--- src/rtl/dff_serial_pkg.sv ---
// dff_serial_pkg: shared types and line-level constants for the serial transmitter.
// The transmitter has one build option, the DFF_SERIAL_TX_PARITY_EN macro. The
// PARITY encoding is always present in the enum so that both builds share one type.
package dff_serial_pkg;

  // Frame sequencing states: IDLE -> START -> DATA -> [PARITY] -> STOP -> IDLE
  typedef enum logic [2:0] {
    IDLE   = 3'd0,
    START  = 3'd1,
    DATA   = 3'd2,
    PARITY = 3'd3,
    STOP   = 3'd4
  } tx_state_t;

  // Line levels seen by the downstream single-bit sampler
  localparam logic LINE_IDLE = 1'b1;
  localparam logic START_BIT = 1'b0;
  localparam logic STOP_BIT  = 1'b1;

  // Width needed to count 0..bound-1, never narrower than one bit
  function automatic int cnt_width(input int bound);
    return (bound > 1) ? $clog2(bound) : 1;
  endfunction

endpackage

--- src/rtl/dff_bit_timer.sv ---
// dff_bit_timer: per-bit dwell timer for the serial transmitter.
// Counts 0..CLKS_PER_BIT-1 and raises tick on the terminal count, then wraps.
// clear forces the count back to zero so every state starts a fresh bit period.
// With CLKS_PER_BIT=1 the count is pinned at zero and tick is permanently high.
module dff_bit_timer
  import dff_serial_pkg::*;
#(
  parameter int CLKS_PER_BIT = 4
) (
  input  logic clk,
  input  logic rst,
  input  logic clear,
  output logic tick
);

  localparam int CNT_W = cnt_width(CLKS_PER_BIT);
  localparam logic [CNT_W-1:0] CNT_LAST = CNT_W'(CLKS_PER_BIT - 1);

  logic [CNT_W-1:0] cnt;

  // Bit-period counter: restarts on clear or terminal count, never passes CNT_LAST
  always_ff @(posedge clk or negedge rst) begin
    if (!rst) begin
      cnt <= '0;
    end else if (clear || tick) begin
      cnt <= '0;
    end else begin
      cnt <= cnt + CNT_W'(1);
    end
  end

  assign tick = (cnt == CNT_LAST);

endmodule

--- src/rtl/dff_serial_tx.sv ---
// dff_serial_tx: parallel-to-serial frame transmitter.
// Accepts a DATA_W-bit word on a valid/ready handshake and drives a registered
// serial line: start bit, data LSB first, optional even parity, stop bit, each
// held for CLKS_PER_BIT clocks. frame_done pulses for one cycle after the stop bit.
// Build option: define DFF_SERIAL_TX_PARITY_EN to insert the parity bit.
// rst is asynchronous and active-low; while it is low the line sits at idle (1).
module dff_serial_tx
  import dff_serial_pkg::*;
#(
  parameter int DATA_W       = 8,
  parameter int CLKS_PER_BIT = 4
) (
  input  logic              clk,
  input  logic              rst,
  input  logic [DATA_W-1:0] din,
  input  logic              din_valid,
  output logic              din_ready,
  output logic              dout,
  output logic              busy,
  output logic              frame_done
);

  localparam int IDX_W = cnt_width(DATA_W);
  localparam logic [IDX_W-1:0] IDX_LAST = IDX_W'(DATA_W - 1);

  tx_state_t         state;
  tx_state_t         state_next;
  logic              tick;
  logic              timer_clear;
  logic              accept;
  logic              shift_now;
  logic [DATA_W-1:0] shreg;
  logic [DATA_W-1:0] shreg_nxt;
  logic [IDX_W-1:0]  idx;
  logic              dout_next;
`ifdef DFF_SERIAL_TX_PARITY_EN
  logic              par_q;
`endif

  assign accept    = din_valid && din_ready;
  assign shift_now = (state == DATA) && tick;

  // Every state gets a full bit period: restart the timer on any state change
  // and keep it parked while idle so START begins at count zero.
  assign timer_clear = (state_next != state) || (state == IDLE);

  dff_bit_timer #(
    .CLKS_PER_BIT(CLKS_PER_BIT)
  ) u_bit_timer (
    .clk  (clk),
    .rst  (rst),
    .clear(timer_clear),
    .tick (tick)
  );

  // State register
  always_ff @(posedge clk or negedge rst) begin
    if (!rst) begin
      state <= IDLE;
    end else begin
      state <= state_next;
    end
  end

  // Next-state logic: each bit-carrying state advances only on the timer tick
  always_comb begin
    state_next = state;
    case (state)
      IDLE: begin
        if (accept) state_next = START;
      end
      START: begin
        if (tick) state_next = DATA;
      end
      DATA: begin
        if (tick && (idx == IDX_LAST)) begin
`ifdef DFF_SERIAL_TX_PARITY_EN
          state_next = PARITY;
`else
          state_next = STOP;
`endif
        end
      end
      PARITY: begin
`ifdef DFF_SERIAL_TX_PARITY_EN
        if (tick) state_next = STOP;
`else
        state_next = IDLE;
`endif
      end
      STOP: begin
        if (tick) state_next = IDLE;
      end
      default: state_next = IDLE;
    endcase
  end

  // Shift register next value: load on acceptance, shift right once per data bit
  always_comb begin
    shreg_nxt = shreg;
    if (accept) begin
      shreg_nxt = din;
    end else if (shift_now) begin
      shreg_nxt = shreg >> 1;
    end
  end

  // Output logic: handshake, busy flag, and the level the line takes next cycle
  always_comb begin
    din_ready = (state == IDLE) && rst;
    busy      = (state != IDLE);
    dout_next = LINE_IDLE;
    case (state_next)
      IDLE:   dout_next = LINE_IDLE;
      START:  dout_next = START_BIT;
      DATA:   dout_next = shreg_nxt[0];
`ifdef DFF_SERIAL_TX_PARITY_EN
      PARITY: dout_next = par_q;
`endif
      STOP:   dout_next = STOP_BIT;
      default: dout_next = LINE_IDLE;
    endcase
  end

  // Latched word and data-bit index; the word only changes on acceptance
  always_ff @(posedge clk or negedge rst) begin
    if (!rst) begin
      shreg <= '0;
      idx   <= '0;
    end else begin
      shreg <= shreg_nxt;
      if ((state != DATA) || (tick && (idx == IDX_LAST))) begin
        idx <= '0;
      end else if (tick) begin
        idx <= idx + IDX_W'(1);
      end
    end
  end

`ifdef DFF_SERIAL_TX_PARITY_EN
  // Even parity of the word, captured with the word so later din changes cannot affect it
  always_ff @(posedge clk or negedge rst) begin
    if (!rst) begin
      par_q <= 1'b0;
    end else if (accept) begin
      par_q <= ^din;
    end
  end
`endif

  // Registered line and end-of-frame pulse; reset forces the line idle immediately
  always_ff @(posedge clk or negedge rst) begin
    if (!rst) begin
      dout       <= LINE_IDLE;
      frame_done <= 1'b0;
    end else begin
      dout       <= dout_next;
      frame_done <= (state == STOP) && tick;
    end
  end

endmodule

--- config.mk ---
export PLATFORM = sky130hd
export DESIGN_NAME = dff_serial_tx
export DESIGN_NICKNAME = d
export VERILOG_FILES = /design/src/rtl/dff_serial_pkg.sv /design/src/rtl/dff_bit_timer.sv /design/src/rtl/dff_serial_tx.sv
export SDC_FILE = /design/constraint.sdc
export NUM_CORES = 1
export LEC_CHECK = 0
export BUFFER_PORTS_ARGS = -buffer_cell sky130_fd_sc_hd__buf_2
export CORE_MARGIN = 5
export CORE_UTILIZATION = 45
export DETAILED_ROUTE_END_ITERATION = 6
export GPL_TIMING_DRIVEN = 1
export PLACE_DENSITY = 0.66
export SLEW_MARGIN = 0
export SYNTH_ARGS = -nofsm -noshare
export SYNTH_HDL_FRONTEND = slang
export SYNTH_SLANG_ARGS = --single-unit
--- constraint.sdc ---
create_clock -name clk -period 1.9 [get_ports clk]
set_input_delay 0.095 -clock clk [delete_from_list [all_inputs] [get_ports clk]]
set_output_delay 0.095 -clock clk [all_outputs]
set_load 0.05 [all_outputs]
## After elaboration in Yosys (flattened, before gate mapping)

Cells that the tools add are included.

- Bits in registers: 18

- Add/subtract/negate cells: 2
- Equal/unequal tests: 9
- Multiplexer cells: 11
- Reduce and logical (&&, ||, !) cells: 12

Operators by type and width:

| cell | number |
|---|---|
| $mux W3 | 6 |
| $mux W8 | 2 |
| $pmux W3 S4 | 1 |
| $eq A3 B1 Y1 const B | 2 |
| $eq A3 B2 Y1 const B | 2 |
| $eq A3 B3 Y1 const B | 2 |
| $logic_and A1 B1 Y1 | 5 |
| $reduce_bool A2 Y1 | 2 |
| $add A3 B1 Y3 const B | 1 |
| $logic_not A3 Y1 | 1 |
| $logic_or A1 B1 Y1 | 3 |
| $ne A3 B2 Y1 const B | 1 |
| $ne A3 B3 Y1 | 1 |
| $reduce_bool A3 Y1 | 1 |
| $add A2 B1 Y2 const B | 1 |
| $eq A2 B2 Y1 const B | 1 |
| $mux W2 | 1 |
| $pmux W1 S2 | 1 |

## Longest topological paths before layout

- Depth in word-level cells: 9
- Gate-level depth with buffers: 6

## Cells and area by module

From an unflattened synthesis, not the netlist that was laid out.

- Cells, all modules: 81
- Area, all modules: 914.6 um^2

Modules (own cells, without submodules):

| module | times used | cells each | area an instance (um^2) | seq. area each (um^2) |
|---|---|---|---|---|
| dff_serial_tx | 1 | 76 | 829.5 | 401.6 |
| dff_bit_timer | 1 | 5 | 85.1 | 50.0 |

## Least setup slack after synthesis

OpenSTA, ideal clock, no wires.

- Path type: register to register
- Start point: reg u_bit_timer.cnt[0]
- End point: reg shreg[1]
- Setup time: 0.126 ns
- Arrival: 1.393 ns
- Setup slack: 0.381 ns
- Cell stages (with the launch flop): 7
- Path buffers: 2
- Path through: dfrtp_1 ha_1 buf_6 nor4bb_1 buf_4 and2_2 a221o_1

- Cells in the longest elaborated chain, start to end: 3

RTL lines:

| item | RTL line | text |
|---|---|---|
| start, declared | dff_bit_timer.sv:19 | `logic [CNT_W-1:0] cnt;` |
| start signal, assigned | dff_bit_timer.sv:28 | `cnt <= cnt + CNT_W'(1);` |
| $eq A2 B2 Y1 | dff_bit_timer.sv:32 | `assign tick = (cnt == CNT_LAST);` |
| $logic_and A1 B1 Y1 | dff_serial_tx.sv:41 | `assign shift_now = (state == DATA) && tick;` |
| $reduce_bool A2 Y1 (no source line) | -- |  |
| end signal, assigned | dff_serial_tx.sv:131 | `shreg <= shreg_nxt;` |
| end, declared | dff_serial_tx.sv:32 | `logic [DATA_W-1:0] shreg;` |

No other way between the ends.
A chain may end at the register's enable or synchronous reset.

## Worst setup path after layout

Ends and elaborated chain as after synthesis.

==> summary.txt <==
Hold path
  • Hold crit path type: in2reg

STA
  • Sum Neg Setup Slack: 0 ns
  • Post-layout min period: about 1.7 ns
  • Slew Limit Fails: 0
  • Peak Freq: 592 MHz
  • Worst clock skew: roughly 0.0033 ns
  • Final setup viols: 0
  • Unrepaired setup endpoints after global routing: false
  • Worst slew pin tran: ~0.36 ns
  • Slew headroom: 0.757
  • Fin. Hold Viols: 0
  • Fin crit share: 0.889

Setup path
  • Max FO, Critical Path: 10
  • Arrival time worst endpoint: 1.87 ns
  • CP Launch Type: register
  • Crit Path Class: reg2reg
  • WP data required: around 2.1 ns
  • Crit end category: register

Yosys
  • Synth top area share: 0.461
  • Number of synthesized register bits: 18
  • Post-synth EDFFs: 0
  • Synthesized area: 923 um2
  • Sequential fraction of the synthesis area: 0.489
  • Most used DFF post-synth: dfrtp_1
  • YS warnings: 0
  • Synth top cells by count: dfrtp_1, and2_2, a221o_1
  • Main area contributors after synthesis: dfrtp_1, a221o_1, and2_2
  • Post-Synthesis Cells: between 80 and 90
  • Post-synthesis mux area share: 0.0108
  • Largest family of logic cells by synthesized area: simple AND/OR/NAND/NOR gates
  • Synthesized Nets: 96
  • Simple-Gate Fraction of Synth Area: 0.226
  • Compound-gate portion of the synthesized area: 0.156
  • Count leader, synth: dfrtp_1
  • Area share of fa/ha/maj cells after synthesis: 0.0407
  • FFs w/ async S/R, synth: 1.00
  • Synth cell types: 31
  • Syn_area_per_cell: 11.3 um2
  • Synth Area in XOR/XNOR: 0
  • Post-synth top area cell: dfrtp_1

Floorplanning
  • I/O pin count: 15
  • Die area: 3060 um2
  • DIE WIDTH: 55.3 um
  • Core Box Area: roughly 2000 um2
  • Initial core utilization: 0.471
  • Row cnt: 16
  • Die height: ~55 um

Placed design
  • RePlAce Congestion: between 0.7 and 0.8
  • Post-DP HPWL: about 1.2 mm
  • Placement Cell Area: 990 um2
  • Count of input and output buffers: 14

Clocking
  • Post-CTS Setup Repair Bufs: 0
  • Resize count post-CTS: 0
  • Max clock buf depth: 2
  • Clock slew at reported path FFs: ~0.10 ns
  • Clock latency at the later pin of the worst-skew pair: roughly 0.29 ns
  • CTS tree: built
  • H-tree Lvls: 1
  • Num CTS Buffers: 3
  • Clock sink count: 18
  • Root buffer selected by CTS: clkbuf_4
  • Cts hold-fix bufs: 1

Power
  • PD cells: approximately 1200 nW/um2
  • Tot Pwr: ~0.0012 W
  • Leakage Power: 0.477 nW
  • VDD IR max: just over 0.6 mV

Routing
  • DRT antenna net count: 0
  • Via count: 640
  • Routed WL: about 1.7 mm
  • DRC viols: 0
  • 1st-iter DRT viols: 17
  • DRT Pass-1 Iters: 4
  • Routed length per instance: 13.4 um
  • Via density: between 5 and 6

Global route
  • Largest net degree at the start of global routing: 21
  • Total grt overflow: 0
  • Initial antenna violation count: 0
  • GRT Util Overall: 0.120
  • First-pass GRT wire length: between 2 and 3 mm
  • Vias in the first global route: 625

Layout
  • Layout cell share with drive strength beyond 1: 0.316
  • Layout fillers: between 150 and 200
  • Nets: about 110
  • Fin area: about 1000 um2
  • Area Growth Syn to Fin: 12.2%
  • N_diodes: 0

Flow run
  • Max cap viols: 0

Outcome
  • Status: complete, no violations
-- critical path, cell delays in order, from the launching register on --
cell	delay, ns
dfrtp_1	0.36
ha_1	0.32
nor4bb_1	0.31
buf_4	0.21
a21oi_4	0.06
a221o_1	0.31
-- sequential cells by signal, summed over array words and instances (netlist names) --
signal,cells
dout,1
frame_done,1
idx,3
shreg,8
state,3
u_bit_timer.cnt,2
-- path summary, 6_finish.rpt --
| path | from | end | slack (ns) | cells after the start |
|---|---|---|---|---|
| worst max-delay path | u_bit_timer.cnt[0] | shreg[1] | 0.21 | 5 |
| worst min-delay path | din[4] | shreg[4] | 0.03 | 2 |
| worst max register to register | u_bit_timer.cnt[0] | shreg[1] | 0.21 | 5 |
| worst min register to register | u_bit_timer.cnt[0] | u_bit_timer.cnt[0] | 0.44 | 1 |
| max in group asynchronous | rst | dout | 1.34 | 3 |
| min in group asynchronous | rst | shreg[7] | 0.30 | 3 |
-- kinds of logic after synthesis --
kind of cell	count (synthesis)
compound gates	18
fa+ha+maj	3
buf+inv	10
flops	18
mux	1
simple gates	32
-- per-stage QoR --
stage | hold WS, ns | util | worst slack (ns) | std cells
2_1_floorplan | -0.201 | - | 0.381 | 82
3_3_place_gp | 0.0764 | 0.504 | 0.276 | 120
3_5_place_dp | 0.0777 | 0.504 | 0.215 | 120
4_1_cts | 0.0200 | 0.528 | 0.199 | 125
5_1_grt | 0.0199 | 0.528 | 0.0363 | 125
6_report | 0.0313 | 0.528 | 0.210 | 125
-- layout by cell type (no fill, tap or decap), drive strengths merged --
cell         count
nand2b           2
clkbuf           4
nor2b            2
a22o             1
mux2i            1
a31oi            1
nand4            1
nor3             1
nand3            3
a211oi           1
and2            10
nor2             3
nor3b            1
dlygate4sd3      1
nor4bb           1
buf             16
a21oi            5
ha               3
dfstp            1
inv              5
a221o            6
nor4             1
nand3b           3
o311ai           1
or3              1
nand2            3
dfrtp           17
o21ai            3
-- report_power, final --
part           total (W)  switching (W)  internal [W]
sequential      0.000571      0.0000832      0.000488
combinational   0.000444       0.000275      0.000169
clock           0.000232       0.000115      0.000117
-- layout make-up --
class | instances | area (um2) | share of cell area
Clock buffer | 4 | 36.3 | 0.0350
Inverter | 5 | 18.8 | 0.0181
Multi-Input combinational cell | 54 | 400 | 0.386
Sequential cell | 18 | 452 | 0.436
Tap cell | 27 | 33.8 | 0.0326
Timing Repair Buffer | 17 | 95.1 | 0.0918
-- metal layers --
| layer | up-vias | part of all wire | global-route usage |
|---|---|---|---|
| met2 | 11 | 0.46 | 0.177 |
| met4 | 0 | 0.0089 | 0.0417 |
| met3 | 2 | 0.039 | 0.0420 |
| met5 | - | 0 | 0 |
| met1 | 303 | 0.49 | 0.163 |
| li1 | 324 | - | - |
No activity file was read; power rests on OpenSTA's default activity.
